--- src/rtl/enigma_pkg.sv ---
// -----------------------------------------------------------------------------
// enigma_pkg
//   Shared types and helpers for the rotor stepping controller.
//   ALPHA_SIZE : number of letters; positions and letters live in 0..ALPHA_SIZE-1
//   LETTER_W   : width of a letter/position value
//   letter_t   : one letter or rotor position
//   ctrl_state_t : controller FSM states (IDLE, STEP, ENC, OUT)
//   wrap_inc() : +1 modulo ALPHA_SIZE
//   clamp_letter() : out-of-alphabet values collapse to 0
// -----------------------------------------------------------------------------
package enigma_pkg;

  localparam int ALPHA_SIZE = 26;
  localparam int LETTER_W   = 5;

  typedef logic [LETTER_W-1:0] letter_t;

  typedef enum logic [1:0] {
    IDLE = 2'd0,
    STEP = 2'd1,
    ENC  = 2'd2,
    OUT  = 2'd3
  } ctrl_state_t;

  // Increment modulo the alphabet. Anything at or above the last letter wraps
  // to 0, so the result never lands in the unused codes 26..31.
  function automatic letter_t wrap_inc(letter_t x);
    if (x >= letter_t'(ALPHA_SIZE - 1)) begin
      return '0;
    end
    return x + letter_t'(1);
  endfunction

  function automatic letter_t clamp_letter(letter_t x);
    return (x >= letter_t'(ALPHA_SIZE)) ? '0 : x;
  endfunction

endpackage

--- src/rtl/rotor_stepper.sv ---
// -----------------------------------------------------------------------------
// rotor_stepper
//   Combinational next-position logic for the three rotors, decided entirely
//   from the pre-step positions.
//   Optional feature macro: ENIGMA_DOUBLE_STEP_EN (historical double-step of
//   the middle rotor). Undefined gives a pure odometer.
// Ports
//   r1_i/r2_i/r3_i     : current fast/middle/slow positions
//   notch1_i/notch2_i  : notch positions of rotor1 and rotor2
//   r1_o/r2_o/r3_o     : positions after one keypress
// -----------------------------------------------------------------------------
module rotor_stepper
  import enigma_pkg::*;
(
  input  logic [LETTER_W-1:0] r1_i,
  input  logic [LETTER_W-1:0] r2_i,
  input  logic [LETTER_W-1:0] r3_i,
  input  logic [LETTER_W-1:0] notch1_i,
  input  logic [LETTER_W-1:0] notch2_i,
  output logic [LETTER_W-1:0] r1_o,
  output logic [LETTER_W-1:0] r2_o,
  output logic [LETTER_W-1:0] r3_o
);

  logic carry2;   // fast rotor sits on its notch
  logic mid_at;   // middle rotor sits on its notch
  logic adv2;
  logic adv3;

  assign carry2 = (r1_i == notch1_i);
  assign mid_at = (r2_i == notch2_i);

`ifdef ENIGMA_DOUBLE_STEP_EN
  // Middle rotor on its own notch drags itself and the slow rotor along,
  // even without a carry from the fast rotor. Each advances at most once.
  assign adv2 = carry2 | mid_at;
  assign adv3 = mid_at;
`else
  assign adv2 = carry2;
  assign adv3 = carry2 & mid_at;
`endif

  assign r1_o = wrap_inc(r1_i);
  assign r2_o = adv2 ? wrap_inc(r2_i) : r2_i;
  assign r3_o = adv3 ? wrap_inc(r3_i) : r3_i;

endmodule

--- src/rtl/rotor_step_controller.sv ---
// -----------------------------------------------------------------------------
// rotor_step_controller
//   Sequencer between the char stream and the rotor substitution datapath.
//   Accepts one letter, steps the rotors, requests one encryption while the
//   positions are held, then offers the ciphertext downstream. Symbols
//   (in_char >= ALPHA) bypass stepping and encryption.
//   Optional feature macro: ENIGMA_DOUBLE_STEP_EN (see rotor_stepper).
//
// Handshakes: a transfer happens on a rising edge where valid and ready are
//   both 1. in_valid/in_ready upstream, out_valid/out_ready downstream,
//   enc_req/enc_ack to the datapath (enc_ack is ignored unless enc_req=1).
//   Valid outputs, once raised, stay high with stable data until accepted.
//
// Ports
//   clk, rst            : clock, synchronous active-high reset
//   cfg_load, cfg_pos, cfg_notch : load start positions + notches (IDLE only)
//   msg_restart         : rewind positions to last loaded cfg_pos (IDLE only)
//   in_valid/in_ready/in_char    : plaintext input
//   enc_req/enc_char/enc_ack/enc_result : datapath request/response
//   rotor1_pos/rotor2_pos/rotor3_pos : fast/middle/slow positions
//   out_valid/out_ready/out_char : ciphertext output
//   busy                : controller not in IDLE
//   dbg_state           : raw FSM state (IDLE=0, STEP=1, ENC=2, OUT=3)
// -----------------------------------------------------------------------------
module rotor_step_controller
  import enigma_pkg::*;
#(
  // ALPHA and W must agree with enigma_pkg; the stepper is built on the package.
  parameter int ALPHA      = ALPHA_SIZE,
  parameter int W          = LETTER_W,
  parameter int NOTCH1_DEF = 16,
  parameter int NOTCH2_DEF = 4
) (
  input  logic         clk,
  input  logic         rst,
  input  logic         cfg_load,
  input  logic [14:0]  cfg_pos,
  input  logic [9:0]   cfg_notch,
  input  logic         msg_restart,
  input  logic         in_valid,
  output logic         in_ready,
  input  logic [W-1:0] in_char,
  output logic         enc_req,
  output logic [W-1:0] enc_char,
  input  logic         enc_ack,
  input  logic [W-1:0] enc_result,
  output logic [W-1:0] rotor1_pos,
  output logic [W-1:0] rotor2_pos,
  output logic [W-1:0] rotor3_pos,
  output logic         out_valid,
  input  logic         out_ready,
  output logic [W-1:0] out_char,
  output logic         busy,
  output logic [1:0]   dbg_state
);

  localparam logic [1:0] S_IDLE = IDLE;
  localparam logic [1:0] S_STEP = STEP;
  localparam logic [1:0] S_ENC  = ENC;
  localparam logic [1:0] S_OUT  = OUT;

  localparam logic [W-1:0] ALPHA_L  = W'(ALPHA);
  localparam logic [W-1:0] NOTCH1_L = W'(NOTCH1_DEF);
  localparam logic [W-1:0] NOTCH2_L = W'(NOTCH2_DEF);

  logic [1:0]   state_q, state_d;
  logic [W-1:0] r1_q, r1_d, r2_q, r2_d, r3_q, r3_d;
  logic [14:0]  sav_q, sav_d;      // last loaded start positions, already clamped
  logic [W-1:0] n1_q, n1_d, n2_q, n2_d;
  logic [W-1:0] enc_char_q, enc_char_d;
  logic [W-1:0] out_char_q, out_char_d;

  logic [W-1:0] r1_step, r2_step, r3_step;

  rotor_stepper u_stepper (
    .r1_i     (r1_q),
    .r2_i     (r2_q),
    .r3_i     (r3_q),
    .notch1_i (n1_q),
    .notch2_i (n2_q),
    .r1_o     (r1_step),
    .r2_o     (r2_step),
    .r3_o     (r3_step)
  );

  always_comb begin
    state_d    = state_q;
    r1_d       = r1_q;
    r2_d       = r2_q;
    r3_d       = r3_q;
    sav_d      = sav_q;
    n1_d       = n1_q;
    n2_d       = n2_q;
    enc_char_d = enc_char_q;
    out_char_d = out_char_q;
    case (state_q)
      S_IDLE: begin
        // cfg_load beats msg_restart; either one blocks the char this cycle.
        if (cfg_load) begin
          r1_d  = clamp_letter(cfg_pos[14:10]);
          r2_d  = clamp_letter(cfg_pos[9:5]);
          r3_d  = clamp_letter(cfg_pos[4:0]);
          sav_d = {clamp_letter(cfg_pos[14:10]), clamp_letter(cfg_pos[9:5]),
                   clamp_letter(cfg_pos[4:0])};
          n1_d  = clamp_letter(cfg_notch[9:5]);
          n2_d  = clamp_letter(cfg_notch[4:0]);
        end else if (msg_restart) begin
          r1_d = sav_q[14:10];
          r2_d = sav_q[9:5];
          r3_d = sav_q[4:0];
        end else if (in_valid) begin
          enc_char_d = in_char;
          if (in_char >= ALPHA_L) begin
            out_char_d = in_char;
            state_d    = S_OUT;
          end else begin
            state_d = S_STEP;
          end
        end
      end
      S_STEP: begin
        r1_d    = r1_step;
        r2_d    = r2_step;
        r3_d    = r3_step;
        state_d = S_ENC;
      end
      S_ENC: begin
        if (enc_ack) begin
          out_char_d = enc_result;
          state_d    = S_OUT;
        end
      end
      S_OUT: begin
        if (out_ready) begin
          state_d = S_IDLE;
        end
      end
      default: state_d = S_IDLE;
    endcase
  end

  always_ff @(posedge clk) begin
    if (rst) begin
      state_q    <= S_IDLE;
      r1_q       <= '0;
      r2_q       <= '0;
      r3_q       <= '0;
      sav_q      <= '0;
      n1_q       <= NOTCH1_L;
      n2_q       <= NOTCH2_L;
      enc_char_q <= '0;
      out_char_q <= '0;
    end else begin
      state_q    <= state_d;
      r1_q       <= r1_d;
      r2_q       <= r2_d;
      r3_q       <= r3_d;
      sav_q      <= sav_d;
      n1_q       <= n1_d;
      n2_q       <= n2_d;
      enc_char_q <= enc_char_d;
      out_char_q <= out_char_d;
    end
  end

  assign in_ready   = (state_q == S_IDLE) && !cfg_load && !msg_restart;
  assign enc_req    = (state_q == S_ENC);
  assign out_valid  = (state_q == S_OUT);
  assign busy       = (state_q != S_IDLE);
  assign enc_char   = enc_char_q;
  assign out_char   = out_char_q;
  assign rotor1_pos = r1_q;
  assign rotor2_pos = r2_q;
  assign rotor3_pos = r3_q;
  assign dbg_state  = state_q;

endmodule
--- config.mk ---
export PLATFORM = sky130hd
export DESIGN_NAME = rotor_step_controller
export DESIGN_NICKNAME = d
export VERILOG_FILES = /design/src/rtl/enigma_pkg.sv /design/src/rtl/rotor_stepper.sv /design/src/rtl/rotor_step_controller.sv
export SDC_FILE = /design/constraint.sdc
export NUM_CORES = 1
export LEC_CHECK = 0
export BUFFER_PORTS_ARGS = -buffer_cell sky130_fd_sc_hd__buf_2
export CORE_UTILIZATION = 45
export DETAILED_ROUTE_END_ITERATION = 16
export PLACE_DENSITY = 0.69
export SLEW_MARGIN = 20
export SYNTH_ARGS = -nofsm -noshare
export SYNTH_HDL_FRONTEND = slang
export SYNTH_SLANG_ARGS = --single-unit
--- constraint.sdc ---
create_clock -name clk -period 4.4 [get_ports clk]
set_input_delay 0 -clock clk [delete_from_list [all_inputs] [get_ports clk]]
set_output_delay 0 -clock clk [all_outputs]
set_load 0.05 [all_outputs]
# After elaboration in Yosys (flattened, before gate mapping)
# Index checks and enable logic that the tools add are counted.
# W data, S select, Z words.
[totals]
reg_bits = 52
wordCells = 91
output_inout_bits = 31
inputBits = 42
[op_classes]
n_mux = 38
n_lt_le_gt_ge = 9
reduce_logical = 15
addsub = 3
bitwise = 3
eq_ne = 14
[ops]
columns = ["operator", "count"]
rows = [
  ["$mux W5", 24],
  ["$ge A5 B5 Y1 const B", 9],
  ["$pmux W5 S2", 4],
  ["$add A5 B1 Y5 const B", 3],
  ["$mux W2", 6],
  ["$eq A5 B5 Y1", 2],
  ["$ne A2 B1 Y1 const B", 4],
  ["$ne A2 B2 Y1 const B", 4],
  ["$pmux W2 S4", 1],
  ["$reduce_and A3 Y1", 2],
  ["$reduce_and A6 Y1", 1],
  ["$reduce_bool A2 Y1", 3],
  ["$reduce_and A5 Y1", 1],
  ["$eq A2 B2 Y1 const B", 2],
  ["$reduce_and A2 Y1", 2],
  ["$reduce_and A4 Y1", 1],
  ["$mux W1", 3],
  ["$ne A3 B3 Y1 const B", 1],
  ["$eq A2 B1 Y1 const B", 1],
  ["$logic_and A1 B1 Y1", 2],
  ["$logic_not A1 Y1", 2],
  ["$logic_not A2 Y1", 1],
  ["$not A1 Y1", 2],
  ["$and A1 B1 Y1", 1],
]

# Longest topological paths before layout
[logic_depth]
ltp_word = 6
mapped_depth = 8
mapped_depth_nobuf = 7

# Hierarchy
# From an unflattened synthesis, not the netlist that was laid out.
[hier_totals]
cells_unflattened = 399
area_unflattened_um2 = 3113.0
[by_module_without_submodules]
columns = ["module", "cells_per_inst", "seq_area_each_um2", "area_each_um2", "n_inst"]
rows = [
  ["rotor_step_controller", 316, 1041.0, 2527.4, 1],
  ["rotor_stepper", 83, 0.0, 585.6, 1],
]

# Worst setup path after synthesis
# Ideal clock, no wire load.
[synth_timing]
path_type = "flip-flop to flip-flop"
startpoint = "register state_q[0], in the netlist dbg_state[0]"
endpoint = "register r3_q[3], in the netlist rotor3_pos[3]"
path_slack_ps = 1932
t_arrival_ps = 2351
path_buffers = 1
period_less_slack_ps = 2468
required_time_ps = 4283
stages_incl_launch_ff = 8
setup_ps = 117
path_cell_list = "dfxtp_1 > inv_1 > ha_1 > nor3b_2 > or2_1 > buf_2 > a311oi_2 > a32o_2"
[synth_via]
elab_chain_cells = 3
word_cells_on_any_way = 7
cone_classes = "eq/ne: 3; mux: 1; reduce/logical: 3"
[synth_rtl]
columns = ["element", "line", "source"]
rows = [
  ["start, declared", "rotor_step_controller.sv:66", "logic [1:0] state_q, state_d;"],
  ["start signal, assigned", "rotor_step_controller.sv:154", "state_q <= state_d;"],
  ["$eq A2 B1 Y1 / $logic_not A2 Y1 (equally long branches)", "rotor_step_controller.sv:96", "case (state_q)"],
  ["$ne A2 B1 Y1 (no source line) (tied with other cells)", "-", ""],
  ["$reduce_and A3 Y1 (no source line)", "-", ""],
  ["end signal, assigned", "rotor_step_controller.sv:157", "r3_q <= r3_d;"],
  ["end, declared", "rotor_step_controller.sv:67", "logic [W-1:0] r1_q, r1_d, r2_q, r2_d, r3_q, r3_d;"],
]
# Several ways; a longest one is shown, not always the timed one.
# A chain may end at the register's enable or synchronous reset.

# Final worst setup path
[layout_timing]
startpoint = "register state_q[0], in the netlist dbg_state[0]"
endpoint = "register n1_q[3]"
[layout_via]
elab_chain_cells = 2
[layout_rtl]
columns = ["element", "line", "source"]
rows = [
  ["$logic_not A2 Y1", "rotor_step_controller.sv:96", ""],
  ["$reduce_and A2 Y1 (no source line)", "-", ""],
  ["end signal, assigned", "rotor_step_controller.sv:159", "n1_q <= n1_d;"],
  ["end, declared", "rotor_step_controller.sv:69", "logic [W-1:0] n1_q, n1_d, n2_q, n2_d;"],
]
# No other way between the ends.

==> results.md <==
Drt:
- In the routed layout, each cell is associated on average with a via count of 5.67.
- After detailed routing, the average wire length per cell comes to 14.8 um.
- For this block, the via count after detailed routing is 2932.
- The number of remaining DRC errors is 0.
- The final wirelength is 7630 um.
- The initial detailed-routing violation count is 190.
- The residual antenna-violating net count after detailed routing is 0.
- For this run, the detailed router's first-pass iteration total came to 4.

CTS:
- Clock-pin slew was measured on the worst setup and hold paths at 0.09 ns.
- In this run the clock root is driven by a sky130_fd_sc_hd__clkbuf_8.
- Clock tree synthesis inserted a total of 5 buffers.
- The count of clock tree sinks is 52.
- The deepest clock path buffer count is 2.
- The TritonCTS clock tree is done.
- Once the clock tree was built, the setup fixing pass inserted 0 buffers.
- The clock reaches the later pin of the worst-skew pair after 0.30 ns.
- Gates resized during post-CTS repair numbered 0.
- The clock tree synthesis step divided the H-tree into 2 levels.

Timing:
- Timing would allow up to 451 MHz.
- Summed over all failing endpoints, the final setup total negative slack is 0 ns.
- Setup repair after global routing left no endpoint under its margin.
- Setup slack closes at 2.18 ns.
- Setup violations remaining at the end of the flow were counted as 0.
- The tightest slew margin relative to the limit is 0.341.
- The post-layout minimum cycle time is 2.22 ns.
- The transition time at the pin with the least slew margin is 0.986 ns.
- The max-slew violation count is 0.
- The part of the cycle the worst path needs is 0.504.
- The total count of hold-check failures in the final report is 0.
- Between clock sinks in the finished design, the worst skew comes to 0.0118 ns.
- The worst hold slack is 0.0471 ns.

Synth:
- The total nets after synthesis is 406.
- In the post-synthesis netlist, the biggest area contributors are sky130_fd_sc_hd__dfxtp_1, sky130_fd_sc_hd__a21oi_1, sky130_fd_sc_hd__ha_1.
- The number of different library cells used by synthesis comes to 49.
- The average instance in the mapped netlist occupies 8.21 um2.
- The cell count after synthesis came out at 353.
- In this run the cell area of the synthesized design comes to 0.00290 mm2.
- The number of enable-type register cells in the synthesized netlist is 0.
- The predominant post-synthesis flop cell is sky130_fd_sc_hd__dfxtp_1.
- After synthesis the netlist holds a flip-flop and latch count of 52.
- Of the post-synthesis cell area, the dominant cell type holds 0.359.
- The register area share after synthesis is 0.359.
- The biggest area contributor in the post-synthesis netlist is sky130_fd_sc_hd__dfxtp_1.
- The Yosys step of the flow raised 0 warnings.
- After synthesis, the share of flip-flops with an asynchronous set or reset is 0.

Power:
- The maximum ir drop on the vdd rail is 0.000341 V.
- Of the total power, the clock network draws 0.140.
- Of the total power, combinational logic draws 0.522.
- The ratio of total power to cell area is 558 mW/mm2.
- Cell internal power was estimated by the tool at 1.05 mW.
- The total leakage power is 1.47 nW.
- The share of power burned in registers is 0.338.
- Of the total power, the share spent switching nets is 0.483.
- For this design the total switching power over the nets is 0.981 mW.

Worst setup path:
- The data arrival time of the critical path is 2.44 ns.
- Traced cell by cell, the critical path runs through inv_1, ha_1, nand2_1, a21oi_1, a22oi_1, nor2_1.
- Counting both buffers and inverters, the worst setup path holds a total of 1.
- The number of stages on the worst setup path is 6.
- At the worst endpoint, the required time is 4.63 ns.
- The worst setup path is of the reg -> reg kind.
- The depth of the worst register-to-register path is 6.
- The maximum fanout along the worst path is 26.
- The element type at the critical path end is a register.
- The launching element type of the critical path is a register.
- The flop-to-flop setup slack is 2.18 ns.
- On the worst path, the slowest cell contributes a delay of 0.61 ns.
- Among all stages on the critical path, the largest delay is contributed by sky130_fd_sc_hd__nand2_1.
- The kind of cell adding the most delay to the critical path is simple AND/OR/NAND/NOR gates.

Global route:
- The first global-routing pass estimated 12400 um of wire.
- For this run, the total global-route usage over all layers was measured as 0.234.
- The leftover overflow at the end of global routing is 0.
- The number of antenna violations at the first check in global routing is 0.
- Entering global routing, the biggest net connects 52 pins.
- The via count of the first global-routing pass is 2699.

Place:
- The wire-length estimate of the detail-placed layout is 5210 um.
- Once placement finished, the instance area stood at 0.00328 mm2.
- Before CTS, the worst setup slack after placement is 2.20 ns.
- Routability-driven placement finished with a final weighted congestion of 0.829.
- The total of buffers placed on input and output ports is 72.

Floorplanning:
- The placeable core area is 0.00606 mm2.
- The number of placement rows is 28.
- For this configuration, the core starts out at a cell density of 0.478.
- The floorplan step set the die width to 82.2 um.
- The area of the die is 0.00676 mm2.
- In this run the count of I/O pins placed on the die edge is 73.
- From bottom edge to top edge, the die measures 82.2 um.

Status:
- The run finished with clean final reports.

Layout:
- The number of antenna diodes is 0.
- The final standard cell area without fillers is 0.00364 mm2.
- The final layout contains 494 nets.
- The post-synthesis to final-layout area growth is 25.8%.
- The leading cell type in the layout, fill and taps excluded is sky130_fd_sc_hd__buf_2.
- After filler insertion, the fill cell instance count of the layout stands at 557.
- Of the cells placed in the final design, the portion with a size suffix greater than 1 is 0.206.
- Leaving out fill and tap cells, the most frequent cells in the layout are sky130_fd_sc_hd__buf_2, sky130_fd_sc_hd__dfxtp_1, sky130_fd_sc_hd__a21oi_1.

Worst hold path:
- The path type of the worst min-delay path is in -> reg.
- The number of stages on the worst hold path is 3.

Flow run:
- Across the run, the number of max-cap violations was 0.
[worst register-to-register path, stage by stage (launching register included)]
cell and delay, ns:
sky130_fd_sc_hd__dfxtp_1 0.36, sky130_fd_sc_hd__inv_1 0.12, sky130_fd_sc_hd__ha_1 0.27, sky130_fd_sc_hd__nand2_1 0.61, sky130_fd_sc_hd__a21oi_1 0.55, sky130_fd_sc_hd__a22oi_1 0.12, sky130_fd_sc_hd__nor2_1 0.12
[sequential cells by signal, summed over array words and instances (netlist names)]
| signal | flops |
|---|---|
| dbg_state | 2 |
| enc_char | 5 |
| n1_q | 5 |
| n2_q | 5 |
| out_char | 5 |
| rotor1_pos | 5 |
| rotor2_pos | 5 |
| rotor3_pos | 5 |
| sav_q | 15 |
[path summary, 6_finish.rpt]
| path | startpoint | end |
|---|---|---|
| max reg2reg | dbg_state[0] | n1_q[3] |
| min reg2reg | sav_q[1] | sav_q[1] |
| min | enc_result[4] | out_char[4] |
| max | dbg_state[0] | n1_q[3] |
[cell usage after synthesis, drive strengths merged (2+ instances only)]
cell type / number
nor4: 4
and3: 4
a311oi: 2
nor3b: 4
clkbuf: 13
a31oi: 10
or2: 2
a21oi: 31
buf: 6
mux2i: 13
o221ai: 2
o211ai: 6
dfxtp: 52
nand3: 22
a22oi: 7
o21ai: 22
o22ai: 7
nand3b: 2
a32o: 4
nor2b: 13
nand2: 25
inv: 13
nor3: 8
ha: 11
xnor2: 10
nor2: 31
and2: 3
a211oi: 8
o32ai: 2
nand2b: 3
o21a: 3
[logic make-up after synthesis]
family                   share of synthesized area
AO/OA/AOI/OAI                                0.254
XOR/XNOR                                    0.0359
adder cells (fa/ha/maj)                     0.0475
buffers and inverters                       0.0441
flip-flops                                   0.359
multiplexers                                0.0449
AND/OR/NAND/NOR                              0.215
[per-layer routing]
metal  share of wire  track usage  up-vias
met5               0            0        -
met1            0.47        0.307     1368
met2            0.47        0.390       79
met4           0.016       0.0754        0
li1                -            -     1473
met3           0.046       0.0396       12
[stage by stage]
step                instances  power (mW)  utilization
global route              517        2.17        0.601
CTS                       517        2.04        0.601
detailed placement        482        1.73        0.541
floorplan                 353        1.50            -
global placement          482        1.71        0.541
finish                    517        2.03        0.601
[power groups by stage]
stage	combinational (mW)	sequential (mW)	clock [mW]
floorplan	0.617	0.880	0
global placement	1.02	0.693	0
detailed placement	1.04	0.695	0
CTS	1.06	0.685	0.291
global route	1.16	0.701	0.309
finish	1.06	0.686	0.284
[what timing repair did]
| action | in CTS | in global routing |
|---|---|---|
| setup endpoints to repair | 0 | 0 |
| hold buffers | 27 | 0 |
| endpoints found under the hold margin | 27 | 0 |
[cell type report]
type,instances,area (um2),area share
Timing Repair Buffer,100,638,0.175
Sequential cell,52,1040,0.286
Clock buffer,7,86.3,0.0237
Tap cell,75,93.8,0.0258
Multi-Input combinational cell,269,1730,0.474
Clock inverter,1,7.51,0.00206
Inverter,13,48.8,0.0134
(Power assumes the default switching activity.)
